$ cat config.mk
export PLATFORM = sky130hd
export DESIGN_NAME = pe_arbiter
export DESIGN_NICKNAME = d
export VERILOG_FILES = /design/src/rtl/pe_arbiter.sv
export SDC_FILE = /design/constraint.sdc
export NUM_CORES = 1
export LEC_CHECK = 0
export CAP_MARGIN = 15
export CORE_AREA = 10 10 259 261
export CTS_BUF_LIST = sky130_fd_sc_hd__clkbuf_8
export DETAILED_ROUTE_END_ITERATION = 8
export DIE_AREA = 0 0 269 271
export PLACE_DENSITY = 0.47
export SYNTH_ARGS = -nofsm -noshare
export SYNTH_HDL_FRONTEND = slang
export SYNTH_HIERARCHICAL = 1
export SYNTH_SLANG_ARGS = --single-unit
export TNS_END_PERCENT = 30
$ cat constraint.sdc
create_clock -name clk -period 3.15 [get_ports clk]
set_input_delay 0.63 -clock clk [delete_from_list [all_inputs] [get_ports clk]]
set_output_delay 0.63 -clock clk [all_outputs]
set_load 0.01 [all_outputs]
$ cat src/rtl/pe_arbiter.sv
// Round-robin, burst-granular arbiter: four first-word-fall-through FIFO read
// ports share one downstream FIFO write port.

module pe_arb_lane #(
  parameter int DATA_WIDTH = 128
) (
  input  logic                  sel,
  input  logic                  wr,
  input  logic [DATA_WIDTH-1:0] dout,
  output logic                  rd,
  output logic [DATA_WIDTH-1:0] dout_m
);
  assign rd     = sel & wr;
  assign dout_m = sel ? dout : '0;
endmodule

module pe_arbiter #(
  parameter int DATA_WIDTH  = 128,
  parameter int BURST_LEN   = 4,
  parameter int STALL_LIMIT = 8
) (
  input  logic                  clk,
  input  logic                  rst,
  output logic                  rd0,
  output logic                  rd1,
  output logic                  rd2,
  output logic                  rd3,
  input  logic                  vld0,
  input  logic                  vld1,
  input  logic                  vld2,
  input  logic                  vld3,
  input  logic [DATA_WIDTH-1:0] dout0,
  input  logic [DATA_WIDTH-1:0] dout1,
  input  logic [DATA_WIDTH-1:0] dout2,
  input  logic [DATA_WIDTH-1:0] dout3,
  output logic                  wr,
  input  logic                  full,
  output logic [DATA_WIDTH-1:0] din,
  output logic [1:0]            gnt,
  output logic                  busy,
  output logic [31:0]           fwd_cnt
);
  localparam int NUM_LANES = 4;
  localparam int MAXC      = (BURST_LEN > STALL_LIMIT) ? BURST_LEN : STALL_LIMIT;
  localparam int CW        = (MAXC > 1) ? $clog2(MAXC) : 1;

  typedef enum logic {IDLE, BURST} state_t;

  state_t                                 state, state_n;
  logic [1:0]                             gnt_n, last, last_n, pick, idx;
  logic [CW-1:0]                          beat_cnt, beat_n, stall_cnt, stall_n;
  logic [31:0]                            fwd_n;
  logic                                   found;
  logic [NUM_LANES-1:0]                   vld_v, rd_v;
  logic [NUM_LANES-1:0][DATA_WIDTH-1:0]   dout_v, dout_m;

  assign vld_v  = {vld3, vld2, vld1, vld0};
  assign dout_v = {dout3, dout2, dout1, dout0};
  assign {rd3, rd2, rd1, rd0} = rd_v;

  assign busy = (state == BURST);
  // rst gate keeps the strobes quiet in the reset cycle even mid-burst
  assign wr   = busy & vld_v[gnt] & ~full & ~rst;

  for (genvar i = 0; i < NUM_LANES; i++) begin : g_lane
    pe_arb_lane #(.DATA_WIDTH(DATA_WIDTH)) u_lane (
      .sel    (busy && (gnt == 2'(i))),
      .wr     (wr),
      .dout   (dout_v[i]),
      .rd     (rd_v[i]),
      .dout_m (dout_m[i])
    );
  end

  always_comb begin
    din = '0;
    for (int i = 0; i < NUM_LANES; i++) din = din | dout_m[i];
  end

  // first requester after the previous owner, wrapping mod 4
  always_comb begin
    pick  = last;
    found = 1'b0;
    idx   = '0;
    for (int k = 1; k <= NUM_LANES; k++) begin
      idx = last + 2'(k);
      if (!found && vld_v[idx]) begin
        pick  = idx;
        found = 1'b1;
      end
    end
  end

  always_comb begin
    state_n = state;
    gnt_n   = gnt;
    last_n  = last;
    beat_n  = beat_cnt;
    stall_n = stall_cnt;
    fwd_n   = fwd_cnt + 32'(wr);
    case (state)
      IDLE: begin
        if (found) begin
          gnt_n   = pick;
          beat_n  = '0;
          stall_n = '0;
          state_n = BURST;
        end
      end
      BURST: begin
        if (wr) begin
          beat_n  = beat_cnt + 1'b1;
          stall_n = '0;
          if (beat_cnt == CW'(BURST_LEN - 1)) begin
            state_n = IDLE;
            last_n  = gnt;
            beat_n  = '0;
          end
        end else if (!vld_v[gnt]) begin
          if (stall_cnt == CW'(STALL_LIMIT - 1)) begin
            state_n = IDLE;
            last_n  = gnt;
            stall_n = '0;
            beat_n  = '0;
          end else begin
            stall_n = stall_cnt + 1'b1;
          end
        end
        // vld high with full high: backpressure, counters held
      end
      default: state_n = IDLE;
    endcase
  end

  always_ff @(posedge clk) begin
    if (rst) begin
      state     <= IDLE;
      gnt       <= '0;
      last      <= 2'd3;
      beat_cnt  <= '0;
      stall_cnt <= '0;
      fwd_cnt   <= '0;
    end else begin
      state     <= state_n;
      gnt       <= gnt_n;
      last      <= last_n;
      beat_cnt  <= beat_n;
      stall_cnt <= stall_n;
      fwd_cnt   <= fwd_n;
    end
  end
endmodule

==> results of run 1 <==
## flip-flops by register name, indices dropped and copies added (netlist names)
register,cells
last,2
gnt,2
fwd_cnt,32
beat_cnt,3
busy,1
stall_cnt,3
## worst max-delay path: stages, from the launching register on
cell and delay, ns:
dfxtp_1 0.37, nand2b_4 0.19, nor2_4 0.06, buf_12 0.17, and2_1 0.30, or4_1 0.53
clkdlybuf4s50_1 0.51
## through the flow
step	hold WS, ns	total power, mW	cells
after global routing	0.490	2.68	2481
final	0.454	2.54	2486
after CTS	0.457	2.59	2465
after floorplan	0.427	1.05	962
after global placement	0.443	2.20	2453
after detailed placement	0.445	2.21	2453
## Yosys cell counts, drive strengths merged (9+ instances only)
library cell  count
a21oi            17
xor2             10
or4             138
o31ai             9
and2            518
nand3            10
dfxtp            43
nor2             34
o21ai            10
nor2b            12
nand2            16
buf              65
## power by group through the flow
| stage | logic [mW] | registers, mW | clock network [mW] |
|---|---|---|---|
| after floorplan | 0.482 | 0.568 | 0 |
| after global placement | 1.63 | 0.568 | 0 |
| after detailed placement | 1.64 | 0.568 | 0 |
| after CTS | 1.62 | 0.557 | 0.409 |
| after global routing | 1.69 | 0.558 | 0.429 |
| final | 1.59 | 0.557 | 0.395 |
## worst max path at each step
stage,from,to,cells after the start
after floorplan,rst,fwd_cnt[28]$_SDFF_PP0_,11
after global placement,vld1,fwd_cnt[20]$_SDFF_PP0_,12
after detailed placement,vld1,fwd_cnt[18]$_SDFF_PP0_,12
after CTS,gnt[1]$_SDFFE_PP0P_,din[75],6
after global routing,gnt[1]$_SDFFE_PP0P_,din[93],6
final,gnt[1]$_SDFFE_PP0P_,din[53],6
## area by class of cell
cell class | count | area (µm²)
sequential | 43 | 866
clock buffer | 7 | 96.3
inverter | 6 | 22.5
antenna | 19 | 47.5
timing repair buffer | 731 | 7420
tap | 837 | 1050
multi-input combinational | 842 | 5590
clock inverter | 1 | 3.75
fill | 6882 | 46500
## cells in the final DEF, fill, tap and decap left out, types with 10 or more instances in the layout
cell and instances:
a21oi_1 14, and2_1 509, buf_12 12, buf_4 33
clkdlybuf4s50_1 599, dfxtp_1 41, diode_2 19, dlygate4sd2_1 42
dlymetal6s2s_1 40, nand2_1 14, nor2_1 30, nor2b_1 12
or4_1 138, xor2_1 10
## metal layers
metal  track usage (%)  up-vias
met1              15.3     4460
li1                  -     4612
met2              27.9      488
met4              5.25       18
met5                 0        -
met3              6.27       80
## cell families after synthesis
group,share of synthesized area [%]
DFF,12.2
muxes,2.01
xor gates and xnor gates,1.62
AOI/OAI and AO/OA,3.94
adders and majority gates,1.07
buffers and inverters,9.86
and+or+nand+nor,69.3
## repair_timing
| item | in CTS | in global routing |
|---|---|---|
| pin swaps | 2 | 6 |
| setup buffers | 3 | 2 |
| resized for setup | 51 | 59 |
| gates cloned | 1 | 0 |
| setup endpoints to repair | 121 | 84 |
==> impl_metrics.ini, run 1 <==
[logic_synthesis]
yosysWarnings = 6
async_reset_ff_share_pct = 0
syn-instance-count = 962
synth_area_per_cell_um2 = 7.32
syn_area_um2 = 7040
synthTopCellsByArea = and2_1 (46%), or4_1 (15%), dfxtp_1 (12%)
ys_seq_area_share_pct = 12.2
syn-num-nets = 1487
synth_largest_area_cell = and2_1
synth_top_area_share_pct = 46.0
synthDistinctLibCells = 45
synth_edf_count = 0
synth_ff_type = dfxtp_1
synth-seq-cells = 43

[critical_path]
cp_data_arrival_time_ns = 2.63
start_kind = flop
r2r_slack_ns = 0.40
crit_required_ns = 2.52
r2r_end = fwd_cnt[26]$_SDFF_PP0_
timing.rr.start = busy$_SDFF_PP0_
critPathKind = reg -> out
path_max_fanout = 108
cp-end-kind = output pin
reg2regPathDepth = 13

[routing]
ant_nets = 0
viasPerCell = 3.88
dr.max_layer_used = met5
wl_met2_um = 30500
drt_iter0_markers = 376
post_drt_wl_per_cell_um = 24.2
drc = 0
wl_met3_um = 6520
num_vias = 9658
drtPass1Iterations = 5
wl_met1_um = 21600
wl_um = 60200

[clock_network]
clockBufferDepth = 2
clk_pin_slew_ns = 0.08
numCtsBuffers = 5
cts_root_buf = clkbuf_8
cts_tree = built
ctsHoldBuffers = 0
cts_max_level = 2
clk_latency_ns = 0.30
clkSinkCount = 43

[grt]
grt_pass1_vias = 10257
grt_max_degree = 109
grtUsageTotal_pct = 15.3
grt_pass1_wl_um = 79700
antenna_found_initial = 50
overflow = 0

[sta]
setup-tns-final_ns = -1.48
finalWorstSetupSlack_ns = -0.109
timing.slew.headroom_pct = 58.2
rsz0062_at_grt = true
fin_skew_ns = 0.00802
layout_min_cycle_time_ns = 3.26
maxSlewViolCount = 0
worst_slew_pin_slew_ns = 0.627
fmax_mhz = 307
finalSetupViolations = 20
finalHoldViolations = 0
fin_crit_sh_pct = 103

[die]
die_w_um = 269
rows = 91
io_pins = 687
start_util_pct = 11.4
die_h_um = 271
core_area_um2 = 61600
dieArea_um2 = 72900

[pwr]
netSwitchingFraction_pct = 30.2
p_leak_nw = 6.89
cellPowerDensity_nw_per_um2 = 168
p_seq_share_pct = 21.9
p_sw_uw = 767
peakVddDrop_uv = 133
p_comb_share_pct = 62.5
pwr-share-clk_pct = 15.5
internal_power_mw = 1.77

[worst_hold_path]
min_to = beat_cnt[2]$_SDFFE_PP0P_
worstHoldStart = beat_cnt[2]$_SDFFE_PP0P_
whs_path_depth = 2
hold_class = reg -> reg

[placement]
placed_area_um2 = 14700
dp_slack_ns = -0.415
gp_congestion = 0.965
place_hpwl_um = 52300
numPortBuffers = 686

[finish]
syn_to_final_growth_pct = 114
design_area_um2 = 15100
final_util_pct = 24.5
nets = 2154
drive_above_1_share_pct = 5.83

[status]
violations = negative setup slack
status = finished with violations

[run]
maxCapViolCount = 0
(Power assumes the default switching activity.)
==> run 2: changes to the inputs <==
--- a/config.mk
+++ b/config.mk
@@ -6,11 +6,11 @@
 export NUM_CORES = 1
 export LEC_CHECK = 0
 export CAP_MARGIN = 15
-export CORE_AREA = 10 10 259 261
+export CORE_AREA = 10 10 257 259
 export CTS_BUF_LIST = sky130_fd_sc_hd__clkbuf_8
 export DETAILED_ROUTE_END_ITERATION = 8
-export DIE_AREA = 0 0 269 271
-export PLACE_DENSITY = 0.47
+export DIE_AREA = 0 0 267 269
+export PLACE_DENSITY = 0.46
 export SYNTH_ARGS = -nofsm -noshare
 export SYNTH_HDL_FRONTEND = slang
 export SYNTH_HIERARCHICAL = 1
==> constraint.sdc (replaced) <==
create_clock -name clk -period 4.1 [get_ports clk]
set_input_delay 0.82 -clock clk [delete_from_list [all_inputs] [get_ports clk]]
set_output_delay 0.82 -clock clk [all_outputs]
set_load 0.01 [all_outputs]
==> impl_metrics.ini, run 2 (synthesis results as in run 1) <==
[finish]
regArea_um2 = 861
largest_register_ff_count = 32
final_common_cell = clkdlybuf4s50_1
drive_above_1_share_pct = 2.56
multi_input_area_um2 = 5520
reg_top3 = fwd_cnt x32, beat_cnt x3, stall_cnt x3
top_register = fwd_cnt
nets = 2124
nFillCells = 6736
most-common-layout-cells = clkdlybuf4s50_1 (685), and2_1 (518), or4_1 (138)
syn_to_final_growth_pct = 108

[critical_path]
r2r_slack_ns = 1.10
reg2regPathDepth = 10
cp_data_arrival_time_ns = 2.91
path_cells = nand2b_1, nor2_4, buf_12, and2_1, or4_1, clkdlybuf4s50_1
crit_required_ns = 3.28
path_max_fanout = 79
cp_num_cells = 6
crit_slowest_cell = or4_1
cp-end-kind = output pin
cp-startpoint = gnt[1]$_SDFFE_PP0P_
max_stage_delay_ns = 0.62
timing.rr.start = busy$_SDFF_PP0_
start_kind = flop
r2r_end = fwd_cnt[28]$_SDFF_PP0_
critPathTopFamily = simple AND/OR/NAND/NOR gates
critPathKind = reg -> out
critPathBufInv = 2

[worst_hold_path]
worstHoldStart = beat_cnt[2]$_SDFFE_PP0P_
min_to = beat_cnt[2]$_SDFFE_PP0P_
whs_path_depth = 2
hold_class = reg -> reg

[pwr]
total_power_mw = 1.99
internal_power_mw = 1.39
cellPowerDensity_nw_per_um2 = 136
peakVddDrop_uv = 120
p_comb_share_pct = 62.7
p_leak_nw = 5.88
pwr-share-clk_pct = 15.8
p_sw_uw = 597
p_seq_share_pct = 21.6
netSwitchingFraction_pct = 30.1

[sta]
fin_crit_sh_pct = 90.9
fmax_mhz = 268
setup-tns-final_ns = 0
timing.slew.headroom_pct = 62.2
fin_skew_ns = 0.0101
maxSlewViolCount = 0
finalHoldViolations = 0
finalSetupViolations = 0
layout_min_cycle_time_ns = 3.73
rsz0062_at_grt = false
finalWorstSetupSlack_ns = 0.373
hold_ws_ns = 0.460
worst_slew_pin_slew_ns = 0.568

[placement]
numPortBuffers = 686
dp_slack_ns = 0.363
place_hpwl_um = 52700
gp_congestion = 0.892

[routing]
wl_um = 59800
post_drt_wl_per_cell_um = 24.8
viasPerCell = 3.92
drc = 0
drtPass1Iterations = 4
drt_iter0_markers = 381
num_vias = 9434
ant_nets = 0

[die]
rows = 91
die_h_um = 269
io_pins = 687
dieArea_um2 = 71800
die_w_um = 267
start_util_pct = 11.5
core_area_um2 = 61000

[grt]
grt_pass1_wl_um = 80100
grt_max_degree = 80
grt_pass1_vias = 10275
overflow = 0
grtUsageTotal_pct = 15.5
antenna_found_initial = 43

[status]
status = finished clean

[clock_network]
ctsHoldBuffers = 0
cts_tree = built
clkSinkCount = 43
ctsResizeCount = 0
cts_max_level = 2
clockBufferDepth = 2
clk_latency_ns = 0.31
postCtsSetupBuffers = 0
cts_root_buf = clkbuf_8
clk_pin_slew_ns = 0.08
numCtsBuffers = 5

[run]
maxCapViolCount = 0
[run 2: worst max-delay path by stage]
stage / end / slack [ns]
floorplan: fwd_cnt[28]$_SDFF_PP0_ / 0.68
global placement: fwd_cnt[28]$_SDFF_PP0_ / 0.39
detailed placement: fwd_cnt[30]$_SDFF_PP0_ / 0.36
CTS: din[82] / 0.35
global route: din[76] / 0.28
finish: din[74] / 0.37
[run 2: area by class of cell]
class	count	share of cell area, %
flip-flops and latches	43	5.89
clock buffers	7	0.659
inverters	6	0.154
clock inverters	1	0.0513
repair buffers	701	48.5
multi-input cells	842	37.7
diodes	19	0.325
well taps	790	6.76
[run 2: worst reg2reg max path, delay by kind of cell (launching register included)]
family	cells	cell delay, ns
buffers and inverters	1	0.20
DFF	1	0.50
adders and majority gates	2	0.32
muxes	1	0.37
AOI/OAI and AO/OA	1	0.30
and+or+nand+nor	5	1.20
[run 2: power groups by stage]
| stage | logic [mW] | clock network (mW) | registers, mW |
|---|---|---|---|
| after floorplan | 0.370 | 0 | 0.436 |
| after CTS | 1.26 | 0.326 | 0.428 |
| after detailed placement | 1.26 | 0 | 0.438 |
| after global placement | 1.25 | 0 | 0.438 |
| after global routing | 1.33 | 0.344 | 0.429 |
| final | 1.24 | 0.313 | 0.428 |
[run 2: per-layer routing]
metal  vias up  share of wire (%)  global-route usage, %
met5         -               0.13                      0
met4        12                2.4                   4.58
met3        62                 11                   6.73
met2       497                 50                   28.0
met1      4316                 37                   16.1
li1       4547                  -                      -
[run 2: through the flow]
step / cell area [µm²] / cells / util (%)
final: 14600 / 2409 / 24.0
after floorplan: 7040 / 962 / -
after global routing: 14600 / 2400 / 23.9
after CTS: 14600 / 2390 / 23.9
after global placement: 14500 / 2382 / 23.7
after detailed placement: 14500 / 2382 / 23.7
==> run 3: changes to the inputs <==
--- a/config.mk
+++ b/config.mk
@@ -7,7 +7,6 @@
 export LEC_CHECK = 0
 export CAP_MARGIN = 15
 export CORE_AREA = 10 10 257 259
-export CTS_BUF_LIST = sky130_fd_sc_hd__clkbuf_8
 export DETAILED_ROUTE_END_ITERATION = 8
 export DIE_AREA = 0 0 267 269
 export PLACE_DENSITY = 0.46
==> impl_metrics.ini, run 3 (synthesis results as in run 1) <==
[clock_network]
postCtsSetupBuffers = 0
ctsResizeCount = 0
cts_max_level = 2
cts_tree = built
numCtsBuffers = 5
cts_root_buf = clkbuf_16
clk_pin_slew_ns = 0.06
clkSinkCount = 43
clockBufferDepth = 2
clk_latency_ns = 0.29
ctsHoldBuffers = 0

[routing]
drtPass1Iterations = 6
wl_um = 59800
drt_iter0_markers = 382
ant_nets = 0
viasPerCell = 3.91
post_drt_wl_per_cell_um = 24.8
num_vias = 9413
drc = 0

[die]
dieArea_um2 = 71800
die_h_um = 269
die_w_um = 267
start_util_pct = 11.5
core_area_um2 = 61000
rows = 91
io_pins = 687

[placement]
place_hpwl_um = 52700
gp_congestion = 0.892
numPortBuffers = 686
placed_area_um2 = 14500

[pwr]
p_seq_share_pct = 20.3
p_comb_share_pct = 59.1
total_power_mw = 2.10
p_sw_uw = 610
pwr-share-clk_pct = 20.5
peakVddDrop_uv = 157
internal_power_mw = 1.49
netSwitchingFraction_pct = 29.0
cellPowerDensity_nw_per_um2 = 143
p_leak_nw = 5.91

[critical_path]
path_max_fanout = 43
critPathKind = reg -> out
start_kind = flop
cp_data_arrival_time_ns = 2.88
r2r_slack_ns = 1.13
crit_required_ns = 3.28
cp-end-kind = output pin

[grt]
overflow = 0
grtUsageTotal_pct = 15.6
grt_pass1_vias = 10267
grt_max_degree = 80
antenna_found_initial = 44
grt_pass1_wl_um = 80100

[sta]
timing.slew.headroom_pct = 61.8
maxSlewViolCount = 0
hold_ws_ns = 0.457
layout_min_cycle_time_ns = 3.70
rsz0062_at_grt = false
fin_skew_ns = 0.00788
worst_slew_pin_slew_ns = 0.573
setup-tns-final_ns = 0
finalSetupViolations = 0
fmax_mhz = 270
fin_crit_sh_pct = 90.2
finalHoldViolations = 0

[finish]
drive_above_1_share_pct = 2.56
most-common-layout-cells = clkdlybuf4s50_1 (685), and2_1 (518), or4_1 (138)
regArea_um2 = 861
multi_input_area_um2 = 5520
reg_top3 = fwd_cnt x32, beat_cnt x3, stall_cnt x3
final_util_pct = 24.1
largest_register_ff_count = 32
syn_to_final_growth_pct = 108
nFillCells = 6731
top_register = fwd_cnt
final_common_cell = clkdlybuf4s50_1
nets = 2124
design_area_um2 = 14700

[run]
maxCapViolCount = 0

[status]
status = finished clean

[worst_hold_path]
hold_class = reg -> reg
-- run 3: critical path, cell delays in order (launching register included) --
cell             delay, ns
dfxtp_1               0.43
nand2b_1              0.34
nor2_4                0.07
buf_4                 0.26
buf_4                 0.25
and2_1                0.13
or4_1                 0.53
clkdlybuf4s50_1       0.53
-- run 3: power groups by stage --
stage               clock network, mW  registers, mW  logic, mW
floorplan                           0          0.436      0.370
global placement                    0          0.438       1.25
detailed placement                  0          0.438       1.26
CTS                             0.449          0.428       1.26
global route                    0.464          0.429       1.33
finish                          0.432          0.428       1.24
-- run 3: worst paths after layout --
| check | start | endpoint | depth (start not counted) |
|---|---|---|---|
| worst max-delay path | gnt[1]$_SDFFE_PP0P_ | din[95] | 7 |
| worst min-delay path | beat_cnt[2]$_SDFFE_PP0P_ | beat_cnt[2]$_SDFFE_PP0P_ | 2 |
| worst max register to register | busy$_SDFF_PP0_ | fwd_cnt[28]$_SDFF_PP0_ | 10 |
| worst min register to register | beat_cnt[2]$_SDFFE_PP0P_ | beat_cnt[2]$_SDFFE_PP0P_ | 2 |
-- run 3: routing by layer --
layer  global-route usage, %  up-vias  share of wire, %
li1                        -     4544                 -
met1                    16.3     4303                37
met2                    28.3      490                50
met3                    6.49       64                11
met4                    3.84       12               1.9
met5                       0        -              0.13
-- run 3: cell type report --
type / count / share of cell area (%)
Timing Repair Buffer: 701 / 48.3
Multi-Input combinational cell: 842 / 37.6
Tap cell: 790 / 6.73
Sequential cell: 43 / 5.86
Clock buffer: 7 / 1.04
Antenna cell: 18 / 0.307
Inverter: 6 / 0.153
Clock inverter: 1 / 0.0511
-- run 3: through the flow --
step,setup WS (ns),cells
after global routing,0.306,2399
after global placement,0.387,2382
final,0.401,2408
after floorplan,0.685,962
after CTS,0.374,2390
after detailed placement,0.363,2382
